## src/rtl/multicycle_controller.sv

```systemverilog
// Multicycle MIPS-subset control FSM (FETCH/DECODE/EXEC/MEM/WB/HALT).
// Ports:
//   clk, rst_n        : clock, asynchronous active-low reset
//   opcode, funct     : instruction fields from the datapath IR
//   NFlag             : ALU flags (zero / overflow bit positions are parameters)
//   bus               : memory handshake (mem_ready in, MemRd/MemWr out)
//   PCWr..ALUOp       : datapath strobes and mux selects, encodings below
//   state             : current FSM state
//   illegal, bus_err  : sticky fault flags, cleared only by reset
//   retired           : retired-instruction counter (wraps)
package multicycle_controller_pkg;
  localparam logic [1:0] NPC_SEL_PC_ADD_4 = 2'd0;
  localparam logic [1:0] NPC_SEL_J_JMP    = 2'd1;
  localparam logic [1:0] NPC_SEL_REG_JMP  = 2'd2;
  localparam logic [1:0] NPC_SEL_BEQ_JMP  = 2'd3;
  localparam logic [1:0] REG_DST_RT       = 2'd0;
  localparam logic [1:0] REG_DST_RD       = 2'd1;
  localparam logic [1:0] REG_DST_RET      = 2'd2;
  localparam logic [1:0] MEM2REG_ALU      = 2'd0;
  localparam logic [1:0] MEM2REG_RAM      = 2'd1;
  localparam logic [1:0] MEM2REG_RET      = 2'd2;
  localparam logic [1:0] EXT_OP_ZERO      = 2'd0;
  localparam logic [1:0] EXT_OP_SIGN      = 2'd1;
  localparam logic [1:0] EXT_OP_LUI       = 2'd2;
  localparam logic [1:0] FLAG_OP_NONE     = 2'd0;
  localparam logic [1:0] FLAG_OP_SET      = 2'd1;
  localparam logic [2:0] ALU_OP_ADD       = 3'd0;
  localparam logic [2:0] ALU_OP_SUB       = 3'd1;
  localparam logic [2:0] ALU_OP_OR        = 3'd2;
  localparam logic [2:0] ALU_OP_LESS      = 3'd3;
  localparam logic       ALU_SRC_B        = 1'b0;
  localparam logic       ALU_SRC_EXT      = 1'b1;
endpackage

module multicycle_controller
  import multicycle_controller_pkg::*;
#(
  parameter int unsigned FLAG_WIDTH        = 32,
  parameter int unsigned FLAG_BIT_ZERO     = 0,
  parameter int unsigned FLAG_BIT_OVERFLOW = 1,
  parameter int          EXT_ISA           = 1,
  parameter int unsigned MEM_TIMEOUT       = 16,
  parameter int unsigned CNT_WIDTH         = 32
) (
  input  logic                   clk,
  input  logic                   rst_n,
  input  logic [5:0]             opcode,
  input  logic [5:0]             funct,
  input  logic [FLAG_WIDTH-1:0]  NFlag,
  multicycle_controller_if.master bus,
  output logic                   PCWr,
  output logic                   IRWr,
  output logic                   RegWr,
  output logic                   ALUSrc,
  output logic [1:0]             RegDst,
  output logic [1:0]             Mem2Reg,
  output logic [1:0]             NPCSel,
  output logic [1:0]             EXTOp,
  output logic [1:0]             FlagOp,
  output logic [2:0]             ALUOp,
  output logic [2:0]             state,
  output logic                   illegal,
  output logic                   bus_err,
  output logic [CNT_WIDTH-1:0]   retired
);

  typedef enum logic [2:0] {
    S_FETCH = 3'd0, S_DECODE = 3'd1, S_EXEC = 3'd2,
    S_MEM   = 3'd3, S_WB     = 3'd4, S_HALT = 3'd5
  } state_e;

  typedef enum logic [3:0] {
    I_ILL, I_ADDU, I_SUBU, I_SLT, I_JR, I_ORI, I_LUI,
    I_LW, I_SW, I_BEQ, I_J, I_JAL, I_ADDI, I_ADDIU
  } instr_e;

  localparam logic        EXT       = (EXT_ISA != 0);
  localparam logic [31:0] WAIT_LAST = (MEM_TIMEOUT == 0) ? '0 : 32'(MEM_TIMEOUT - 1);

  state_e      state_q, state_d;
  instr_e      ins;
  logic [31:0] wait_q;
  logic        tmo_hit, ill_set, berr_set, memrd, memwr;
  logic        alu_src_i;
  logic [1:0]  ext_op_i;
  logic [2:0]  alu_op_i;
  logic        flags_unused;

  assign flags_unused = ^NFlag;
  assign state        = state_q;
  assign bus.MemRd    = memrd;
  assign bus.MemWr    = memwr;
  // Reaching the limit on this edge: the cycle with wait_q == MEM_TIMEOUT-1 is the last one.
  assign tmo_hit = (MEM_TIMEOUT != 0) && !bus.mem_ready && (wait_q == WAIT_LAST);

  always_comb begin
    ins = I_ILL;
    case (opcode)
      6'b000000:
        case (funct)
          6'b100001: ins = I_ADDU;
          6'b100011: ins = I_SUBU;
          6'b101010: ins = EXT ? I_SLT : I_ILL;
          6'b001000: ins = EXT ? I_JR  : I_ILL;
          default:   ins = I_ILL;
        endcase
      6'b001101: ins = I_ORI;
      6'b001111: ins = I_LUI;
      6'b100011: ins = I_LW;
      6'b101011: ins = I_SW;
      6'b000100: ins = I_BEQ;
      6'b000010: ins = I_J;
      6'b000011: ins = EXT ? I_JAL   : I_ILL;
      6'b001000: ins = EXT ? I_ADDI  : I_ILL;
      6'b001001: ins = EXT ? I_ADDIU : I_ILL;
      default:   ins = I_ILL;
    endcase
  end

  // ALU controls per instruction, shared by EXEC and MEM (address held during access).
  always_comb begin
    alu_op_i  = ALU_OP_ADD;
    alu_src_i = ALU_SRC_B;
    ext_op_i  = EXT_OP_ZERO;
    case (ins)
      I_SUBU, I_BEQ: alu_op_i = ALU_OP_SUB;
      I_SLT:         alu_op_i = ALU_OP_LESS;
      I_ORI:   begin alu_op_i = ALU_OP_OR;  alu_src_i = ALU_SRC_EXT; ext_op_i = EXT_OP_ZERO; end
      I_LUI:   begin alu_op_i = ALU_OP_OR;  alu_src_i = ALU_SRC_EXT; ext_op_i = EXT_OP_LUI;  end
      I_LW, I_SW, I_ADDI, I_ADDIU:
               begin alu_op_i = ALU_OP_ADD; alu_src_i = ALU_SRC_EXT; ext_op_i = EXT_OP_SIGN; end
      default: ;
    endcase
  end

  // Strobes are gated by rst_n so they drop immediately on reset, not at the next edge.
  always_comb begin
    state_d  = state_q;
    PCWr     = 1'b0;
    IRWr     = 1'b0;
    RegWr    = 1'b0;
    ALUSrc   = ALU_SRC_B;
    RegDst   = REG_DST_RT;
    Mem2Reg  = MEM2REG_ALU;
    NPCSel   = NPC_SEL_PC_ADD_4;
    EXTOp    = EXT_OP_ZERO;
    FlagOp   = FLAG_OP_NONE;
    ALUOp    = ALU_OP_ADD;
    memrd    = 1'b0;
    memwr    = 1'b0;
    ill_set  = 1'b0;
    berr_set = 1'b0;
    if (rst_n) begin
      case (state_q)
        S_FETCH: begin
          memrd = 1'b1;
          if (bus.mem_ready) begin
            IRWr    = 1'b1;
            PCWr    = 1'b1;
            NPCSel  = NPC_SEL_PC_ADD_4;
            state_d = S_DECODE;
          end else if (tmo_hit) begin
            berr_set = 1'b1;
            state_d  = S_HALT;
          end
        end
        S_DECODE:
          case (ins)
            I_ILL: begin ill_set = 1'b1; state_d = S_HALT; end
            I_J:   begin PCWr = 1'b1; NPCSel = NPC_SEL_J_JMP;   state_d = S_FETCH; end
            I_JR:  begin PCWr = 1'b1; NPCSel = NPC_SEL_REG_JMP; state_d = S_FETCH; end
            I_JAL: begin
              PCWr    = 1'b1;
              NPCSel  = NPC_SEL_J_JMP;
              RegWr   = 1'b1;
              RegDst  = REG_DST_RET;
              Mem2Reg = MEM2REG_RET;
              state_d = S_FETCH;
            end
            default: state_d = S_EXEC;
          endcase
        S_EXEC: begin
          ALUOp  = alu_op_i;
          ALUSrc = alu_src_i;
          EXTOp  = ext_op_i;
          if (ins == I_BEQ) begin
            if (NFlag[FLAG_BIT_ZERO]) begin
              PCWr   = 1'b1;
              NPCSel = NPC_SEL_BEQ_JMP;
            end
            state_d = S_FETCH;
          end else if (ins == I_LW || ins == I_SW) begin
            state_d = S_MEM;
          end else begin
            state_d = S_WB;
          end
        end
        S_MEM: begin
          ALUOp  = alu_op_i;
          ALUSrc = alu_src_i;
          EXTOp  = ext_op_i;
          if (ins == I_SW) memwr = 1'b1;
          else             memrd = 1'b1;
          if (bus.mem_ready) begin
            state_d = (ins == I_SW) ? S_FETCH : S_WB;
          end else if (tmo_hit) begin
            berr_set = 1'b1;
            state_d  = S_HALT;
          end
        end
        S_WB: begin
          RegWr   = 1'b1;
          RegDst  = (opcode == 6'b000000) ? REG_DST_RD : REG_DST_RT;
          Mem2Reg = (ins == I_LW) ? MEM2REG_RAM : MEM2REG_ALU;
          if (ins == I_ADDI && NFlag[FLAG_BIT_OVERFLOW]) begin
            RegWr  = 1'b0;
            FlagOp = FLAG_OP_SET;
          end
          state_d = S_FETCH;
        end
        S_HALT:  state_d = S_HALT;
        default: state_d = S_FETCH;
      endcase
    end
  end

  always_ff @(posedge clk or negedge rst_n) begin
    if (!rst_n) begin
      state_q <= S_FETCH;
      wait_q  <= '0;
      retired <= '0;
      illegal <= 1'b0;
      bus_err <= 1'b0;
    end else begin
      state_q <= state_d;
      if (state_d != state_q)
        wait_q <= '0;
      else if (!bus.mem_ready && (state_q == S_FETCH || state_q == S_MEM))
        wait_q <= wait_q + 32'd1;
      if (state_d == S_FETCH && state_q inside {S_DECODE, S_EXEC, S_MEM, S_WB})
        retired <= retired + CNT_WIDTH'(1);
      if (ill_set)  illegal <= 1'b1;
      if (berr_set) bus_err <= 1'b1;
    end
  end

endmodule

```

## src/rtl/multicycle_controller_if.sv

```systemverilog
// Memory handshake between the multicycle controller and instruction/data memory.
//   mem_ready : memory -> controller, access-complete strobe
//   MemRd     : controller -> memory, read request (fetch or load)
//   MemWr     : controller -> memory, write request (store)
interface multicycle_controller_if;
  logic mem_ready;
  logic MemRd;
  logic MemWr;

  modport master (input mem_ready, output MemRd, output MemWr);
  modport slave  (output mem_ready, input MemRd, input MemWr);
endinterface

```

## src/flat_wrapper.sv

```systemverilog
// flat-port wrapper written by rule: the top's interface ports become plain ports
module multicycle_controller_flat import multicycle_controller_pkg::*;
#(
  parameter int unsigned FLAG_WIDTH        = 32,
  parameter int unsigned FLAG_BIT_ZERO     = 0,
  parameter int unsigned FLAG_BIT_OVERFLOW = 1,
  parameter int          EXT_ISA           = 1,
  parameter int unsigned MEM_TIMEOUT       = 16,
  parameter int unsigned CNT_WIDTH         = 32
)
  (clk, rst_n, opcode, funct, NFlag, PCWr, IRWr, RegWr, ALUSrc, RegDst, Mem2Reg, NPCSel, EXTOp, FlagOp, ALUOp, state, illegal, bus_err, retired, bus_mem_ready, bus_MemRd, bus_MemWr);
  multicycle_controller_if bus_i ();
  input  logic clk;
  input  logic rst_n;
  input  logic [5:0] opcode;
  input  logic [5:0] funct;
  input  logic [FLAG_WIDTH-1:0] NFlag;
  output logic PCWr;
  output logic IRWr;
  output logic RegWr;
  output logic ALUSrc;
  output logic [1:0] RegDst;
  output logic [1:0] Mem2Reg;
  output logic [1:0] NPCSel;
  output logic [1:0] EXTOp;
  output logic [1:0] FlagOp;
  output logic [2:0] ALUOp;
  output logic [2:0] state;
  output logic illegal;
  output logic bus_err;
  output logic [CNT_WIDTH-1:0] retired;
  input wire logic [$bits(bus_i.mem_ready)-1:0] bus_mem_ready;
  output wire logic [$bits(bus_i.MemRd)-1:0] bus_MemRd;
  output wire logic [$bits(bus_i.MemWr)-1:0] bus_MemWr;
  assign bus_i.mem_ready = bus_mem_ready;
  assign bus_MemRd = bus_i.MemRd;
  assign bus_MemWr = bus_i.MemWr;
  multicycle_controller #(.FLAG_WIDTH(FLAG_WIDTH), .FLAG_BIT_ZERO(FLAG_BIT_ZERO), .FLAG_BIT_OVERFLOW(FLAG_BIT_OVERFLOW), .EXT_ISA(EXT_ISA), .MEM_TIMEOUT(MEM_TIMEOUT), .CNT_WIDTH(CNT_WIDTH)) u_core (.clk(clk), .rst_n(rst_n), .opcode(opcode), .funct(funct), .NFlag(NFlag), .bus(bus_i), .PCWr(PCWr), .IRWr(IRWr), .RegWr(RegWr), .ALUSrc(ALUSrc), .RegDst(RegDst), .Mem2Reg(Mem2Reg), .NPCSel(NPCSel), .EXTOp(EXTOp), .FlagOp(FlagOp), .ALUOp(ALUOp), .state(state), .illegal(illegal), .bus_err(bus_err), .retired(retired));
endmodule
```

## config.mk

```make
export PLATFORM = sky130hd
export DESIGN_NAME = multicycle_controller_flat
export DESIGN_NICKNAME = d
export VERILOG_FILES = /design/src/rtl/multicycle_controller.sv /design/src/rtl/multicycle_controller_if.sv /design/src/flat_wrapper.sv
export SDC_FILE = /design/constraint.sdc
export NUM_CORES = 1
export LEC_CHECK = 0
export CORE_MARGIN = 3
export CORE_UTILIZATION = 51
export CTS_CLUSTER_SIZE = 8
export DETAILED_ROUTE_END_ITERATION = 8
export PLACE_DENSITY = 0.88
export SYNTH_ARGS = -nofsm -noshare
export SYNTH_HDL_FRONTEND = slang
export SYNTH_SLANG_ARGS = --single-unit
```

## constraint.sdc

```tcl
create_clock -name clk -period 5.8 [get_ports clk]
set_input_delay 1.74 -clock clk [delete_from_list [all_inputs] [get_ports clk]]
set_output_delay 1.74 -clock clk [all_outputs]
set_load 0.01 [all_outputs]
```

Word level (Yosys, flattened, before mapping):

Cells that the tools add are included.

* register bits after elaboration: 69
* output and inout port bits: 56
* logic and storage cells: 122

* add/subtract/negate cells: 2
* equal/unequal tests: 32
* muxes and demuxes: 62
* reduce and logical (&&, ||, !) cells: 21

Operators with widths (number)
* 32-bit by 1-bit adder with 32-bit output, second input constant: 2
* 32-bit 2-to-1 mux: 2
* 4-bit case mux with 10 select lines: 1
* 32-bit by 4-bit equality test with 1-bit output, second input constant: 1
* 6-bit by 4-bit equality test with 1-bit output, second input constant: 5
* 6-bit equality test, second input constant: 5
* 1-bit 2-to-1 mux: 28
* 4-bit equality test, second input constant: 6
* 3-bit 2-to-1 mux: 8
* 2-bit 2-to-1 mux: 11
* 2-bit case mux with 2 select lines: 5
* 4-bit by 3-bit equality test with 1-bit output, second input constant: 4
* 3-bit case mux with 5 select lines: 1
* 6-bit by 2-bit equality test with 1-bit output, second input constant: 2
* 3-bit case mux with 4 select lines: 1
* 2-bit OR reduction: 5
* 4-bit by 2-bit equality test with 1-bit output, second input constant: 2
* 3-bit by 2-bit equality test with 1-bit output, second input constant: 2
* 3-bit equality test, second input constant: 2
* 6-bit by 3-bit equality test with 1-bit output, second input constant: 1
* 3-bit logical NOT: 2
* 6-bit logical NOT: 1
* 2-bit case mux with 3 select lines: 1
* 3-bit case mux with 2 select lines: 1
* other kinds (13): 18

Depth between registers and ports, before layout:

* depth in word-level cells: 11
* depth in mapped cells: 11
* gate-level depth less buffers: 8

Least setup slack after synthesis:

OpenSTA, ideal clock, no wires.

* path kind: input-to-output
* start point: input port opcode[3]
* end point: output port RegDst[1]
* arrival: 3.579 ns
* required time: 4.060 ns
* slack: 0.481 ns
* stages on the path: 9
* path buffers: 3
* cell sequence: clkbuf_1 -> clkbuf_1 -> or3b_2 -> a211oi_1 -> a31oi_1 -> o22ai_1 -> nand3_1 -> nor2_1 -> buf_4

* cells in the longest elaborated chain, start to end: 6

Ends and longest elaborated chain
* start, declared: RTL line flat_wrapper.sv:15 `input logic [5:0] opcode;`
* 6-bit by 4-bit equality test with 1-bit output (tied with other cells): RTL line multicycle_controller.sv:98 `case (opcode)`
* 4-bit case mux with 10 select lines (*): RTL line multicycle_controller.sv:98
* 4-bit equality test (*): RTL line multicycle_controller.sv:168 `case (ins)`
* 2-bit 2-to-1 mux (*): RTL line multicycle_controller.sv:168
* 2-bit case mux with 2 select lines (*): RTL line multicycle_controller.sv:154 `case (state_q)`
* 2-bit 2-to-1 mux (*): RTL line multicycle_controller.sv:153 `if (rst_n) begin`
* end, declared: RTL line flat_wrapper.sv:22 `output logic [1:0] RegDst;`

Every way passes the cells marked *; elsewhere a longest branch is shown, timed or not.

Worst setup path after layout:

* start point: input port opcode[2]
* end point: output port NPCSel[0]

* cells in the longest elaborated chain, start to end: 7

Ends and longest elaborated chain
* 6-bit by 4-bit equality test with 1-bit output (tied with other cells): RTL line multicycle_controller.sv:98
* 4-bit case mux with 10 select lines (*): RTL line multicycle_controller.sv:98
* 4-bit equality test: RTL line multicycle_controller.sv:168
* 2-bit OR reduction (no line)
* 2-bit case mux with 2 select lines: RTL line multicycle_controller.sv:168
* 2-bit case mux with 2 select lines (*): RTL line multicycle_controller.sv:154
* 2-bit 2-to-1 mux (*): RTL line multicycle_controller.sv:153
* end, declared: RTL line flat_wrapper.sv:24 `output logic [1:0] NPCSel;`

Marked as above.

==> results.cfg <==
[routing]
drtAntennaViolNets = 0
drt_iter0_markers = 183
wire_per_inst_um = 16.3
wl_met2_um = 5680
avgViaCountPerCell = 5.87
met3_length_um = 533
drc = 0
dr.pass1.iters = 5
wl_met1_um = 4900
top_layer = met4
via_count = 4060
routed_wl_um = 11300

[floorplanning]
die_area_sq_um = 10100
coreArea_sq_um = 8420
die_y_um = 100
start_util_pct = 54.0
placementRows = 33
ios = 103
dieWidth_um = 100

[setup_path]
crit_fanout = 12
path_class = in -> out
arrival_ps = 3950
crit_top_cell = clkdlybuf4s50_1
crit_path_max_incr_delay_ps = 560
endpoint_kind = primary output
cp-start-kind = input pin
crit_chain = clkdlybuf4s50_1 > buf_6 > nand2b_1 > buf_4 > nor4_1 > a22oi_1 > nor2_1 > clkdlybuf4s50_1
crit_required_ps = 4060
critPathSlowestCell = clkdlybuf4s50_1

[synth]
ys_types = 64
ys_seq_area_share_pct = 38.0
ys_warn_count = 0
synthCells = 498
synth_seq_cells = 69
synth_edf_count = 0
synth_common_cells = nor2_1, dfrtp_1, xor2_1
synth_area_per_cell_sq_um = 9.13
synth_flop_cell = dfrtp_1
yosysTopAreaCell = dfrtp_1
netlist_area_sq_um = 4550
async_flop_share_pct = 100
synth_top_cell_area_share_pct = 38.0
yosysMostFrequentCell = nor2_1
netlist_top_cells_area = dfrtp_1, xor2_1, nor4_2

[clock_network]
clk_latency_ps = 350
cts_hold_buf = 0
clock_sinks = 69
clk_path_buf_depth = 2
cts-root-buf = clkbuf_8
cts.htree.levels = 3
path_clk_slew_ps = 80
cts_made_buffers = 9
cts_tree = yes

[final_layout]
nets = 632
multi_input_area_sq_um = 2700
ff_latch_area_sq_um = 1730
n_fill_cell = 613
n_antenna_cell = 0
area_growth_pct = 27.2
drive_above_1_share_pct = 18.4
final_util_pct = 68.7

[sta]
rsz0062_at_grt = no
report.final.hold_viol_count = 0
slew_headroom_pct = 40.3
fin_crit_ps = 5690
worstMarginPinSlew_ps = 895
min_period_over_period_pct = 98.2
slew_violations = 0
tns_ps = 0
setup_violations = 0
finClkSkew_ps = 12.1
setup_ws_ps = 105
fmax_ghz = 0.176

[global_route]
antenna_found_initial = 0
gr-total-overflow = 0
grt_pass1_wl_um = 19000
grt_pass1_vias = 4009
grt_util_all_layers_pct = 23.2
grt_max_degree = 76

[outcome]
status = finished clean

[pwr]
power_density_nw_per_um2 = 290
p_leak_nw = 2.47
power_mw = 1.68
worst_ir_drop_vdd_mv = 0.179

[place]
portBuffers = 70
gp_congestion = 0.901
dp.final_hpwl_um = 8080
place_ws_ps = -315

[hold_path]
hold_class = reg -> reg

[flow_run]
drv_cap = 0
-- power by group --
group | total, mW | switching, mW | internal (mW)
Combinational | 0.642 | 0.397 | 0.245
Sequential | 0.596 | 0.0738 | 0.522
Clock | 0.440 | 0.187 | 0.253
-- cell families (layout without fill, tap and decap cells) --
| kind of cell | after synthesis | after routing | share of synthesized area [%] |
|---|---|---|---|
| xor gates and xnor gates | 64 | 64 | 12.3 |
| DFF | 69 | 69 | 38.0 |
| buffers and inverters | 42 | 130 | 4.57 |
| other | 1 | 2 | 0.0825 |
| adders and majority gates | 2 | 2 | 0.550 |
| and+or+nand+nor | 267 | 267 | 35.7 |
| muxes | 2 | 2 | 0.550 |
| AOI/OAI and AO/OA | 51 | 51 | 8.28 |
-- metrics by stage --
stage                     area, sq um  hold slack [ps]  cells
after floorplan                  4550              504    499
after global placement           5480              467    676
after detailed placement         5480              460    676
after CTS                        5760              478    692
after global routing             5780              496    692
final                            5780              477    692
-- worst max-delay path, delay by kind of cell --
family | cells | cell delay [ps]
and+or+nand+nor | 3 | 720
AOI/OAI and AO/OA | 1 | 170
buffers and inverters | 4 | 1340
-- layout by cell type, fill, tap and decap left out, drive strengths merged, types with 9 or more instances in the layout --
cell type / count
nor2: 71
dfrtp: 69
clkdlybuf4s50: 55
xor2: 51
nand2: 41
buf: 38
nor4: 37
nand3: 25
nand4: 18
and3: 18
xnor2: 13
dlygate4sd2: 11
o21ai: 11
clkbuf: 10
nor2b: 10
nor4b: 9
-- layout make-up --
cell class / instances / share of cell area (%)
clock inverters: 5 / 1.47
repair buffers: 107 / 16.8
well taps: 105 / 2.27
multi-input cells: 388 / 46.7
clock buffers: 10 / 2.38
inverters: 8 / 0.519
flip-flops and latches: 69 / 29.9
-- routing by layer --
metal	GRT usage (%)	vias to the layer above
li1	-	1928
met1	29.8	1999
met2	38.9	114
met3	4.59	19
met4	7.98	0
met5	0	-
-- what timing repair did --
action,CTS,global route
setup buffers,1,0
setup endpoints to repair,11,9
hold endpoints to repair,0,0
cloned,0,0
gates resized for setup,21,8
pin swaps,3,3
-- state kept, by name (all words and copies together) (netlist names) --
name and count:
u_core.state 3, u_core.bus_err 1, u_core.wait_q 32, u_core.retired 32, u_core.illegal 1
-- final timing paths --
check | startpoint | endpoint | slack, ps | cells past startpoint
worst min-delay path | u_core.retired[31]$_DFFE_PN0P_ | u_core.retired[31]$_DFFE_PN0P_ | 480 | 1
worst min register to register | u_core.retired[31]$_DFFE_PN0P_ | u_core.retired[31]$_DFFE_PN0P_ | 480 | 1
min in group asynchronous | rst_n | u_core.retired[18]$_DFFE_PN0P_ | 1690 | 2
worst max-delay path | opcode[2] | NPCSel[0] | 110 | 8
max in group asynchronous | rst_n | u_core.wait_q[21]$_DFFE_PN0P_ | 3520 | 2
worst max register to register | u_core.state[1]$_DFF_PN0_ | u_core.wait_q[31]$_DFFE_PN0P_ | 2640 | 7
No activity file was read; power rests on OpenSTA's default activity.
